File: config.mk
export PLATFORM = sky130hd
export DESIGN_NAME = generic_write_initiator
export DESIGN_NICKNAME = d
export VERILOG_FILES = /design/src/rtl/generic_write_initiator.sv
export SDC_FILE = /design/constraint.sdc
export NUM_CORES = 1
export LEC_CHECK = 0
export BUFFER_PORTS_ARGS = -buffer_cell sky130_fd_sc_hd__buf_2
export CAP_MARGIN = 10
export CELL_PAD_IN_SITES_DETAIL_PLACEMENT = 2
export CELL_PAD_IN_SITES_GLOBAL_PLACEMENT = 2
export CORE_UTILIZATION = 31
export DETAILED_ROUTE_END_ITERATION = 12
export PLACE_DENSITY = 0.87
export RECOVER_POWER = 25
export SYNTH_ARGS = -nofsm -noshare
export SYNTH_HDL_FRONTEND = slang
export SYNTH_SLANG_ARGS = --single-unit
File: constraint.sdc
create_clock -name clock -period 1.7 [get_ports clock]
set_input_delay 0.17 -clock clock [delete_from_list [all_inputs] [get_ports clock]]
set_output_delay 0.17 -clock clock [all_outputs]
set_load 0.01 [all_outputs]
File: src/rtl/generic_write_initiator.sv
// generic_write_initiator: issues one write per accepted request, waits for a
// one-cycle acknowledge, re-issues after TIMEOUT silent WAIT cycles up to
// MAX_RETRIES times, then reports the outcome with a one-cycle done pulse.
module generic_write_initiator #(
  parameter int WIDTH       = 8,
  parameter int DEPTH       = 256,
  parameter int TIMEOUT     = 16,
  parameter int MAX_RETRIES = 3,
  localparam int AW = $clog2(DEPTH),
  localparam int SW = $clog2(WIDTH),
  localparam int RW = $clog2(MAX_RETRIES + 2)
) (
  input  logic          clock,
  input  logic          reset_n,
  input  logic          req_valid,
  output logic          req_ready,
  input  logic [AW-1:0] req_address,
  input  logic [WIDTH-1:0] req_data,
  input  logic [SW-1:0] req_size,
  output logic          write_clock,
  output logic [AW-1:0] write_address,
  output logic          write_valid,
  output logic [WIDTH-1:0] write_data,
  output logic [SW-1:0] write_size,
  input  logic          write_response,
  output logic          done_valid,
  output logic          done_ok,
  output logic [RW-1:0] done_retries
);

  // Timeout counter only needs to reach TIMEOUT-1 (last WAIT cycle of an attempt)
  localparam int TW = (TIMEOUT > 1) ? $clog2(TIMEOUT) : 1;
  localparam logic [TW-1:0] TMO_LAST  = TW'(TIMEOUT - 1);
  localparam logic [RW-1:0] RETRY_MAX = RW'(MAX_RETRIES);

  typedef enum logic [1:0] {S_IDLE, S_ISSUE, S_WAIT, S_DONE} state_t;

  state_t          state_q, state_d;
  logic [RW-1:0]   retry_q, retry_d;
  logic [TW-1:0]   tmo_q, tmo_d;
  logic            ack_ok;
  logic            accept;

  logic            req_ready_q, req_ready_d;
  logic            write_valid_q, write_valid_d;
  logic            done_valid_q, done_valid_d;
  logic            done_ok_q, done_ok_d;
  logic [RW-1:0]   done_retries_q, done_retries_d;
  logic [AW-1:0]   write_address_q, write_address_d;
  logic [WIDTH-1:0] write_data_q, write_data_d;
  logic [SW-1:0]   write_size_q, write_size_d;

  assign accept = (state_q == S_IDLE) && req_valid;

  // State and attempt counters
  always_ff @(posedge clock or negedge reset_n) begin
    if (!reset_n) begin
      state_q <= S_IDLE;
      retry_q <= '0;
      tmo_q   <= '0;
    end else begin
      state_q <= state_d;
      retry_q <= retry_d;
      tmo_q   <= tmo_d;
    end
  end

  // Next state; the response wins over an expiring timeout in the same cycle
  always_comb begin
    state_d = state_q;
    retry_d = retry_q;
    tmo_d   = '0;
    ack_ok  = 1'b0;
    case (state_q)
      S_IDLE: begin
        if (req_valid) begin
          state_d = S_ISSUE;
          retry_d = '0;
        end
      end
      S_ISSUE: begin
        if (write_response) begin
          state_d = S_DONE;
          ack_ok  = 1'b1;
        end else begin
          state_d = S_WAIT;
        end
      end
      S_WAIT: begin
        if (write_response) begin
          state_d = S_DONE;
          ack_ok  = 1'b1;
        end else if (tmo_q == TMO_LAST) begin
          if (retry_q < RETRY_MAX) begin
            retry_d = retry_q + 1'b1;
            state_d = S_ISSUE;
          end else begin
            state_d = S_DONE;
          end
        end else begin
          tmo_d = tmo_q + 1'b1;
        end
      end
      S_DONE:  state_d = S_IDLE;
      default: state_d = S_IDLE;
    endcase
  end

  // Output next-values decoded from the upcoming state so every output is a flop
  always_comb begin
    req_ready_d     = (state_d == S_IDLE);
    write_valid_d   = (state_d == S_ISSUE);
    done_valid_d    = (state_d == S_DONE);
    done_ok_d       = ack_ok;
    done_retries_d  = (state_d == S_DONE) ? retry_q : '0;
    write_address_d = accept ? req_address : write_address_q;
    write_data_d    = accept ? req_data    : write_data_q;
    write_size_d    = accept ? req_size    : write_size_q;
  end

  // Output registers
  always_ff @(posedge clock or negedge reset_n) begin
    if (!reset_n) begin
      req_ready_q     <= 1'b1;
      write_valid_q   <= 1'b0;
      done_valid_q    <= 1'b0;
      done_ok_q       <= 1'b0;
      done_retries_q  <= '0;
      write_address_q <= '0;
      write_data_q    <= '0;
      write_size_q    <= '0;
    end else begin
      req_ready_q     <= req_ready_d;
      write_valid_q   <= write_valid_d;
      done_valid_q    <= done_valid_d;
      done_ok_q       <= done_ok_d;
      done_retries_q  <= done_retries_d;
      write_address_q <= write_address_d;
      write_data_q    <= write_data_d;
      write_size_q    <= write_size_d;
    end
  end

  assign write_clock   = clock;
  assign req_ready     = req_ready_q;
  assign write_valid   = write_valid_q;
  assign done_valid    = done_valid_q;
  assign done_ok       = done_ok_q;
  assign done_retries  = done_retries_q;
  assign write_address = write_address_q;
  assign write_data    = write_data_q;
  assign write_size    = write_size_q;

endmodule
# Word level (Yosys, flattened, before mapping)
# Cells that the tools add are included.
# totals
latch_bits,0
memories,0
word_cells,47
in_bits,23
romBits,0
reg_bits,35
ramBits,0
# classes
shift,0
magnitude_cmp,1
n_addsub,2
reduce_logical,6
div_mod_pow,0
n_eq_ne,10
bitwise,0
multipliers,0
n_mux,17
# op_table
cell,count
3-bit two-way mux,5
4-bit two-way mux,3
2-bit two-way mux,4
"2-bit != test, second input constant",4
2-bit one-hot mux with 4 select lines,1
"2-bit == test, second input constant",3
3-bit one-hot mux with 2 select lines,1
5-bit AND reduction,1
"4-bit by 1-bit adder with 4-bit output, second input constant",1
"2-bit by 1-bit == test with 1-bit output, second input constant",2
"4-bit == test, second input constant",1
2-bit zero test,2
"3-bit by 1-bit adder with 3-bit output, second input constant",1
"3-bit by 2-bit less-than comparator with 1-bit output, second input constant",1
1-bit two-way mux,3
2-bit nonzero test,1
2-bit OR reduction,1
1-bit logical AND,1

# Logic depth before layout (Yosys ltp)
# Gate-level depths: netlist (run 1).
# depth
depth_word,7
mapped_depth,7
ltp_nobuf,6

==> reports/qor.txt, run 1 <==
SYNTHESIS
------------------------------------------------------------------------------------------------------
Post-synthesis async set-or-reset flop share ............................................         100%
Register bit total from synthesis .......................................................           35
Post-synthesis instance area ............................................................    1530 um^2
Instance count of the mapped netlist ....................................................          120
Yosys Warn Count ........................................................................            0
Count of unique library cells instantiated by Yosys .....................................           31
Number of flops mapped to enable cells by yosys .........................................            0
Synth Net Count .........................................................................          149
Top_reg_cell synth ...................................................................... sky130_fd_sc_hd__dfrtp_1
Share of synthesized area occupied by flip-flops and latches ............................        57.5%
Mean cell area of the mapped netlist ....................................................    12.7 um^2

FLOORPLANNING
------------------------------------------------------------------------------------------------------
Initial cell density of the core ........................................................        32.3%
Top-level I/O count .....................................................................           50
Overall die area ........................................................................    5200 um^2
DIE WIDTH ...............................................................................      72.1 um
Area of the placeable core ..............................................................    4720 um^2
Cell Rows ...............................................................................           25
Die Ht ..................................................................................      72.1 um

WORST HOLD PATH
------------------------------------------------------------------------------------------------------
Instance count along the most critical hold path ........................................            2
Path category of the worst min-delay check ..............................................       in2reg

GRT
------------------------------------------------------------------------------------------------------
Global-route wire length before repair ..................................................      7.56 mm
GR Util All Layers ......................................................................        20.2%
Total congestion overflow ...............................................................            0
Largest net degree at the start of global routing .......................................           36
Vias in the first global route ..........................................................         1376
Initial antenna violation count .........................................................            0

STA
------------------------------------------------------------------------------------------------------
Max Transition Viols Final ..............................................................            0
Setup TNS Final .........................................................................         0 ns
Minimum clock period ....................................................................      1.63 ns
Final clock period utilization by the worst path ........................................        96.0%
Hold Violations, Final ..................................................................            0
Transition time at the pin with the least slew margin ...................................     0.902 ns
Setup violation total in the final timing report ........................................            0
Max frequency ...........................................................................    0.613 GHz
Max transition margin ...................................................................        39.9%
Minimum hold slack ......................................................................   0.00606 ns
Final Skew ..............................................................................   0.00392 ns

ROUTE
------------------------------------------------------------------------------------------------------
DR iter-0 viols .........................................................................           53
Total Wirelength ........................................................................      4.83 mm
Drt pass-1 iters ........................................................................            4
Vias/cell ...............................................................................         4.74
Total via count after detailed routing ..................................................         1205
Detail-routed net length per standard cell ..............................................      19.0 um
Antenna Violating Nets Remaining ........................................................            0
DRC violation count after routing .......................................................            0

PWR
------------------------------------------------------------------------------------------------------
Power per Cell Area ..................................................................... 1820 nW/um^2
Pleak ...................................................................................      1.03 nW
Design Power ............................................................................    0.00393 W
Peak supply drop ........................................................................     0.604 mV

FINAL LAYOUT
------------------------------------------------------------------------------------------------------
Sequential cell area ....................................................................     880 um^2
Final core utilization ..................................................................        45.8%
# nets final ............................................................................          215
Number of inserted filler cells in the final layout .....................................          480
Antenna Diode Count .....................................................................            0
Area of the multi-input gates ...........................................................     657 um^2
Fraction of layout instances using a drive strength above 1 .............................        54.5%
Area growth, synth to finish ............................................................        41.8%
Post-route cell area ....................................................................    2160 um^2

SETUP PATH
------------------------------------------------------------------------------------------------------
CP max FO ...............................................................................            6
Endpoint type of the worst setup path ...................................................     register
Worst R2R Path Depth ....................................................................            6
CP max-delay cell ....................................................................... sky130_fd_sc_hd__dfrtp_2
Startpoint Class ........................................................................     register
Critical Path AT ........................................................................      1.96 ns
Type of the worst setup path ............................................................      reg2reg
Largest stage delay on the critical path ................................................      0.44 ns
Required time of the worst setup path ...................................................      2.03 ns
Cells along the critical path ........................................................... inv_2 -> ha_4 -> nor3_2 -> a221oi_4 -> buf_4 -> and3b_1

PLACEMENT
------------------------------------------------------------------------------------------------------
Placed Instance Area ....................................................................    1880 um^2
DPL Wire Length .........................................................................      2.99 mm
Count of buffers from port buffering ....................................................           49
Global placer's final weighted congestion ...............................................        0.707

CLOCK TREE
------------------------------------------------------------------------------------------------------
Clock transition at the register clock pins on the worst setup and hold paths after CTS .      0.07 ns
TritonCTS clock tree ....................................................................        built
Insertion delay to the later sink of the worst-skew pair ................................      0.40 ns

FLOW RUN
------------------------------------------------------------------------------------------------------
Number of max-cap violations ............................................................            0

OUTCOME
------------------------------------------------------------------------------------------------------
Run status .............................................................................. finished, final reports clean

## critical path: cells and delay by family (launching register included)
family	cells	cell delay [ns]
AOI/OAI and AO/OA	1	0.37
adders and majority gates	1	0.20
DFF	1	0.44
buffers and inverters	2	0.29
and+or+nand+nor	2	0.24
## routing by layer
| metal | up-vias | routed length [um] | track usage [%] |
|---|---|---|---|
| met2 | 50 | 2570 | 35.1 |
| li1 | 546 | - | - |
| met4 | 0 | 75 | 5.66 |
| met3 | 9 | 359 | 8.75 |
| met5 | - | 0 | 0 |
| met1 | 600 | 1830 | 22.4 |
## flip-flops by register name (all words and copies together), names as in the netlist, 2 cells and up
signal         flops
write_data         8
retry_q            3
state_q            2
done_retries       3
tmo_q              4
write_address      8
write_size         3
## kinds of logic (layout without fill, tap and decap cells)
group	Yosys count	count (layout)	synth area share, %
multiplexers	20	20	15.0
buffers and inverters	12	79	3.28
XOR/XNOR	1	1	0.574
flip-flops	35	35	57.5
AO/OA/AOI/OAI	14	14	7.63
adder cells (fa/ha/maj)	6	6	4.92
AND/OR/NAND/NOR	32	32	11.1
## what timing repair did
item	CTS	global route
gates resized for setup	4	11
pin swaps	1	2
setup buffers	1	0
hold endpoints to repair	36	2
setup endpoints to repair	7	9
hold buffers	3	2
## through the flow
step	std cells	worst slack, ns
2_1_floorplan	120	0.0961
3_3_place_gp	237	0.103
3_5_place_dp	237	-0.143
4_1_cts	252	0.00495
5_1_grt	254	-0.0116
6_report	254	0.0682
## path summary, 6_finish.rpt
check                                             start                      endpoint  slack [ns]
max reg2reg                        state_q[0]$_DFF_PN0_           req_ready$_DFF_PN1_        0.07
min reg2reg                write_address[2]$_DFFE_PN0P_  write_address[2]$_DFFE_PN0P_        0.51
min in group asynchronous                       reset_n     write_size[0]$_DFFE_PN0P_        0.43
min                                      req_address[4]  write_address[4]$_DFFE_PN0P_       0.006
max in group asynchronous                       reset_n          state_q[1]$_DFF_PN0_        0.66
max                                state_q[0]$_DFF_PN0_           req_ready$_DFF_PN1_        0.07
## where the power goes
part           total, W  internal [W]  switching, W
Combinational   0.00158      0.000761      0.000815
Sequential      0.00134       0.00116      0.000181
Clock           0.00101      0.000641      0.000373
Total           0.00393       0.00256       0.00137
## cells in the final DEF (no fill, tap or decap), types with 2 or more instances in the layout
master	n
sky130_fd_sc_hd__nor2_1	6
sky130_fd_sc_hd__clkbuf_8	9
sky130_fd_sc_hd__buf_2	48
sky130_fd_sc_hd__inv_1	6
sky130_fd_sc_hd__o21ai_0	2
sky130_fd_sc_hd__ha_1	4
sky130_fd_sc_hd__a21oi_1	4
sky130_fd_sc_hd__nand2_1	8
sky130_fd_sc_hd__mux2_2	19
sky130_fd_sc_hd__nand3_1	2
sky130_fd_sc_hd__nand2b_1	3
sky130_fd_sc_hd__dlygate4sd3_1	5
sky130_fd_sc_hd__buf_4	5
sky130_fd_sc_hd__inv_2	2
sky130_fd_sc_hd__and2_1	2
sky130_fd_sc_hd__nor3_2	2
sky130_fd_sc_hd__dfrtp_1	32
sky130_fd_sc_hd__dfrtp_2	2
## cell type report
type / count / area share [%]
clock buffers: 10 / 5.96
clock inverters: 2 / 1.62
inverters: 8 / 1.39
multi-input cells: 73 / 30.4
flip-flops and latches: 35 / 40.7
well taps: 67 / 3.88
repair buffers: 59 / 16.1
## synthesized netlist by cell type (2+ instances only)
master | count | area [um^2]
sky130_fd_sc_hd__dfrtp_1 | 34 | 851
sky130_fd_sc_hd__mux2_2 | 19 | 214
sky130_fd_sc_hd__inv_1 | 8 | 30.0
sky130_fd_sc_hd__nand2_1 | 8 | 30.0
sky130_fd_sc_hd__ha_1 | 6 | 75.1
sky130_fd_sc_hd__nor2_1 | 6 | 22.5
sky130_fd_sc_hd__a21oi_1 | 4 | 20.0
sky130_fd_sc_hd__nand2b_1 | 4 | 25.0
sky130_fd_sc_hd__nand3_1 | 3 | 15.0
sky130_fd_sc_hd__nor3_1 | 3 | 15.0
sky130_fd_sc_hd__o21ai_0 | 3 | 15.0
sky130_fd_sc_hd__and2_1 | 2 | 12.5
sky130_fd_sc_hd__clkbuf_1 | 2 | 7.51
Note: power is estimated with default switching activity, not from simulation.
==> run 2: changes to the inputs <==
Settings changed: ABC_AREA set to 1, PLACE_DENSITY 0.87 to 0.88.
==> run 2 against run 1 <==
Net effect:
- die area decreased by 1.8%
- sequential share of layout area increased by 4.0 points
- synthesized cell count increased by 3.3%
- flip-flop and latch count unchanged
- combinational power about the same
- largest power group unchanged
- largest cell class unchanged
- power decreased by 5.2%
- worst hold slack improved by 0.0043 ns
- worst setup slack improved by 0.030 ns
==> reports/qor.txt, run 2 <==
OUTCOME
------------------------------------------------------------------------------------------------------
Run status .............................................................................. finished, final reports clean

FLOORPLANNING
------------------------------------------------------------------------------------------------------
Cell Rows ...............................................................................           24
DIE WIDTH ...............................................................................      71.5 um
Die Ht ..................................................................................      71.5 um
Top-level I/O count .....................................................................           50
Overall die area ........................................................................    5110 um^2
Area of the placeable core ..............................................................    4500 um^2
Initial cell density of the core ........................................................        33.2%

PWR
------------------------------------------------------------------------------------------------------
Peak supply drop ........................................................................     0.674 mV
Sequential share of power ...............................................................        36.8%
Design Power ............................................................................    0.00372 W
Internal power consumption ..............................................................    0.00233 W
Combinational share of power ............................................................        41.9%
Pleak ...................................................................................     0.997 nW
Power per Cell Area ..................................................................... 1890 nW/um^2
Net switching share of the total power ..................................................        37.4%
Proportion of power drawn by the clock network ..........................................        21.3%
Net switching component of the power ....................................................    0.00139 W

SETUP PATH
------------------------------------------------------------------------------------------------------
FF-to-FF setup slack ....................................................................       0.1 ns
CP max FO ...............................................................................            5
Required time of the worst setup path ...................................................      1.97 ns
Timing startpoint of the critical path .................................................. state_q[0]$_DFF_PN0_
Cells along the critical path ........................................................... inv_1 -> ha_2 -> inv_1 -> o21ai_1 -> nand3_1 -> a21oi_1 -> a21oi_1
Endpoint type of the worst setup path ...................................................     register
Critical Path AT ........................................................................      1.88 ns
Type of the worst setup path ............................................................      reg2reg
Reg2Reg Capture Point ................................................................... retry_q[0]$_DFFE_PN0P_
Startpoint Class ........................................................................     register
CP max-delay cell ....................................................................... sky130_fd_sc_hd__dfrtp_1
Largest stage delay on the critical path ................................................      0.40 ns
Worst R2R Path Depth ....................................................................            7
Launching point of the worst reg2reg path ............................................... state_q[0]$_DFF_PN0_
CP endpoint ............................................................................. retry_q[0]$_DFFE_PN0P_

SYNTHESIS
------------------------------------------------------------------------------------------------------
Mean cell area of the mapped netlist ....................................................    12.1 um^2
Count of unique library cells instantiated by Yosys .....................................           23
Number of flops mapped to enable cells by yosys .........................................            0
Post-synthesis instance area ............................................................    1500 um^2
Synth area leader ....................................................................... sky130_fd_sc_hd__dfrtp_1
Yosys Warn Count ........................................................................            0
Register bit total from synthesis .......................................................           35
Share of synthesized area occupied by flip-flops and latches ............................        58.6%
Area share of the largest cell type after synthesis .....................................        56.9%
Top_reg_cell synth ...................................................................... sky130_fd_sc_hd__dfrtp_1
Synth Net Count .........................................................................          153
Dominant cell by count in the synthesized netlist ....................................... sky130_fd_sc_hd__dfrtp_1
Instance count of the mapped netlist ....................................................          124
Most common library cells after synthesis ............................................... sky130_fd_sc_hd__dfrtp_1, sky130_fd_sc_hd__mux2_2, sky130_fd_sc_hd__nand2_1
Dominant cells by area after synthesis .................................................. sky130_fd_sc_hd__dfrtp_1, sky130_fd_sc_hd__mux2_2, sky130_fd_sc_hd__ha_1
Post-synthesis async set-or-reset flop share ............................................         100%

WORST HOLD PATH
------------------------------------------------------------------------------------------------------
Path category of the worst min-delay check ..............................................       in2reg
Critical hold path startpoint ........................................................... req_address[1]
Instance count along the most critical hold path ........................................            2

ROUTE
------------------------------------------------------------------------------------------------------
Total Wirelength ........................................................................      4.20 mm
Detail-routed net length per standard cell ..............................................      17.7 um
Drt pass-1 iters ........................................................................            4
Vias/cell ...............................................................................         4.89
DRC violation count after routing .......................................................            0
Total via count after detailed routing ..................................................         1159
Antenna Violating Nets Remaining ........................................................            0
DR iter-0 viols .........................................................................           58

PLACEMENT
------------------------------------------------------------------------------------------------------
Count of buffers from port buffering ....................................................           49
Minimum setup slack after placement .....................................................     0.140 ns
DPL Wire Length .........................................................................      3.03 mm
Placed Instance Area ....................................................................    1810 um^2
Global placer's final weighted congestion ...............................................        0.771

STA
------------------------------------------------------------------------------------------------------
Setup TNS Final .........................................................................         0 ns
Max Transition Viols Final ..............................................................            0
Final Skew ..............................................................................   0.00185 ns
Final clock period utilization by the worst path ........................................        94.2%
Setup violation total in the final timing report ........................................            0
Hold Violations, Final ..................................................................            0
Setup WS post-layout ....................................................................    0.0979 ns
Transition time at the pin with the least slew margin ...................................     0.882 ns
Max transition margin ...................................................................        41.2%
Minimum clock period ....................................................................      1.60 ns
Max frequency ...........................................................................    0.624 GHz

GRT
------------------------------------------------------------------------------------------------------
Total congestion overflow ...............................................................            0
Initial antenna violation count .........................................................            0
Vias in the first global route ..........................................................         1361
Global-route wire length before repair ..................................................      7.01 mm
GR Util All Layers ......................................................................        19.0%
Largest net degree at the start of global routing .......................................           36

CLOCK TREE
------------------------------------------------------------------------------------------------------
TritonCTS clock tree ....................................................................        built
Insertion delay to the later sink of the worst-skew pair ................................      0.39 ns
Clock transition at the register clock pins on the worst setup and hold paths after CTS .      0.07 ns

FINAL LAYOUT
------------------------------------------------------------------------------------------------------
Fraction of layout instances using a drive strength above 1 .............................        50.8%
# nets final ............................................................................          213
Antenna Diode Count .....................................................................            0
Final core utilization ..................................................................        43.6%
Commonest non-fill, non-tap cell in the layout .......................................... sky130_fd_sc_hd__buf_2
Area growth, synth to finish ............................................................        31.3%
Post-route cell area ....................................................................    1960 um^2
Top library cells by usage in the layout, fill and taps aside ........................... sky130_fd_sc_hd__buf_2, sky130_fd_sc_hd__dfrtp_1, sky130_fd_sc_hd__mux2_2

FLOW RUN
------------------------------------------------------------------------------------------------------
Number of max-cap violations ............................................................            0

==> run 2: layout make-up <==
cell class,instances,area [um^2]
fill,484,2540
sequential,35,877
multi-input combinational,73,552
timing repair buffer,53,298
clock buffer,11,123
tap,52,65.1
inverter,12,45.0
clock inverter,1,5.00
==> run 2: cells by family (layout without fill, tap and decap cells) <==
logic type | Yosys count | count (layout) | share of synthesized area (%)
mux | 19 | 19 | 14.3
compound gates | 10 | 10 | 4.68
flops | 35 | 35 | 58.6
xor+xnor | 1 | 1 | 0.585
fa+ha+maj | 6 | 6 | 5.02
simple gates | 37 | 37 | 12.1
buf+inv | 16 | 77 | 4.68
==> run 2: critical path, delay by kind of cell, from the launching register on <==
family          cells  cell delay (ns)
compound gates      3             0.42
flops               1             0.40
fa+ha+maj           1             0.26
buf+inv             2             0.23
simple gates        1             0.19
==> run 2: power by group through the flow <==
| stage | Clock (W) | Combinational (W) | Sequential, W |
|---|---|---|---|
| floorplan | 0.0000485 | 0.000815 | 0.00150 |
| global placement | 0.0000355 | 0.00144 | 0.00134 |
| detailed placement | 0.0000355 | 0.00156 | 0.00138 |
| CTS | 0.000832 | 0.00158 | 0.00137 |
| global route | 0.000866 | 0.00171 | 0.00142 |
| finish | 0.000794 | 0.00156 | 0.00137 |
==> run 2: repair_timing <==
item	4_1_cts	5_1_grt
setup buffers	0	0
hold buffers	3	0
resized for setup	0	1
endpoints found under the hold margin	36	0
endpoints found under the setup margin	0	1
==> run 2: worst min path at each step <==
| stage | end | slack, ns |
|---|---|---|
| 6_report | write_address[1]$_DFFE_PN0P_ | 0.01 |
| 5_1_grt | write_data[3]$_DFFE_PN0P_ | 0.006 |
| 4_1_cts | write_address[1]$_DFFE_PN0P_ | 0.0005 |
| 3_5_place_dp | write_clock | 0.27 |
| 3_3_place_gp | write_valid$_DFF_PN0_ | 0.27 |
| 2_1_floorplan | done_ok$_DFF_PN0_ | -0.13 |
==> run 2: layer usage <==
layer,global-route usage (%),up-vias,wire (um)
met5,0,-,0
met4,11.1,0,93
li1,-,523,-
met3,6.05,10,194
met2,33.3,39,2300
met1,20.2,587,1610
==> run 2: through the flow <==
stage	instances	hold slack, ns
floorplan	124	-0.126
global placement	223	0.268
detailed placement	223	0.271
CTS	237	0.000536
global route	237	0.00633
finish	237	0.0103
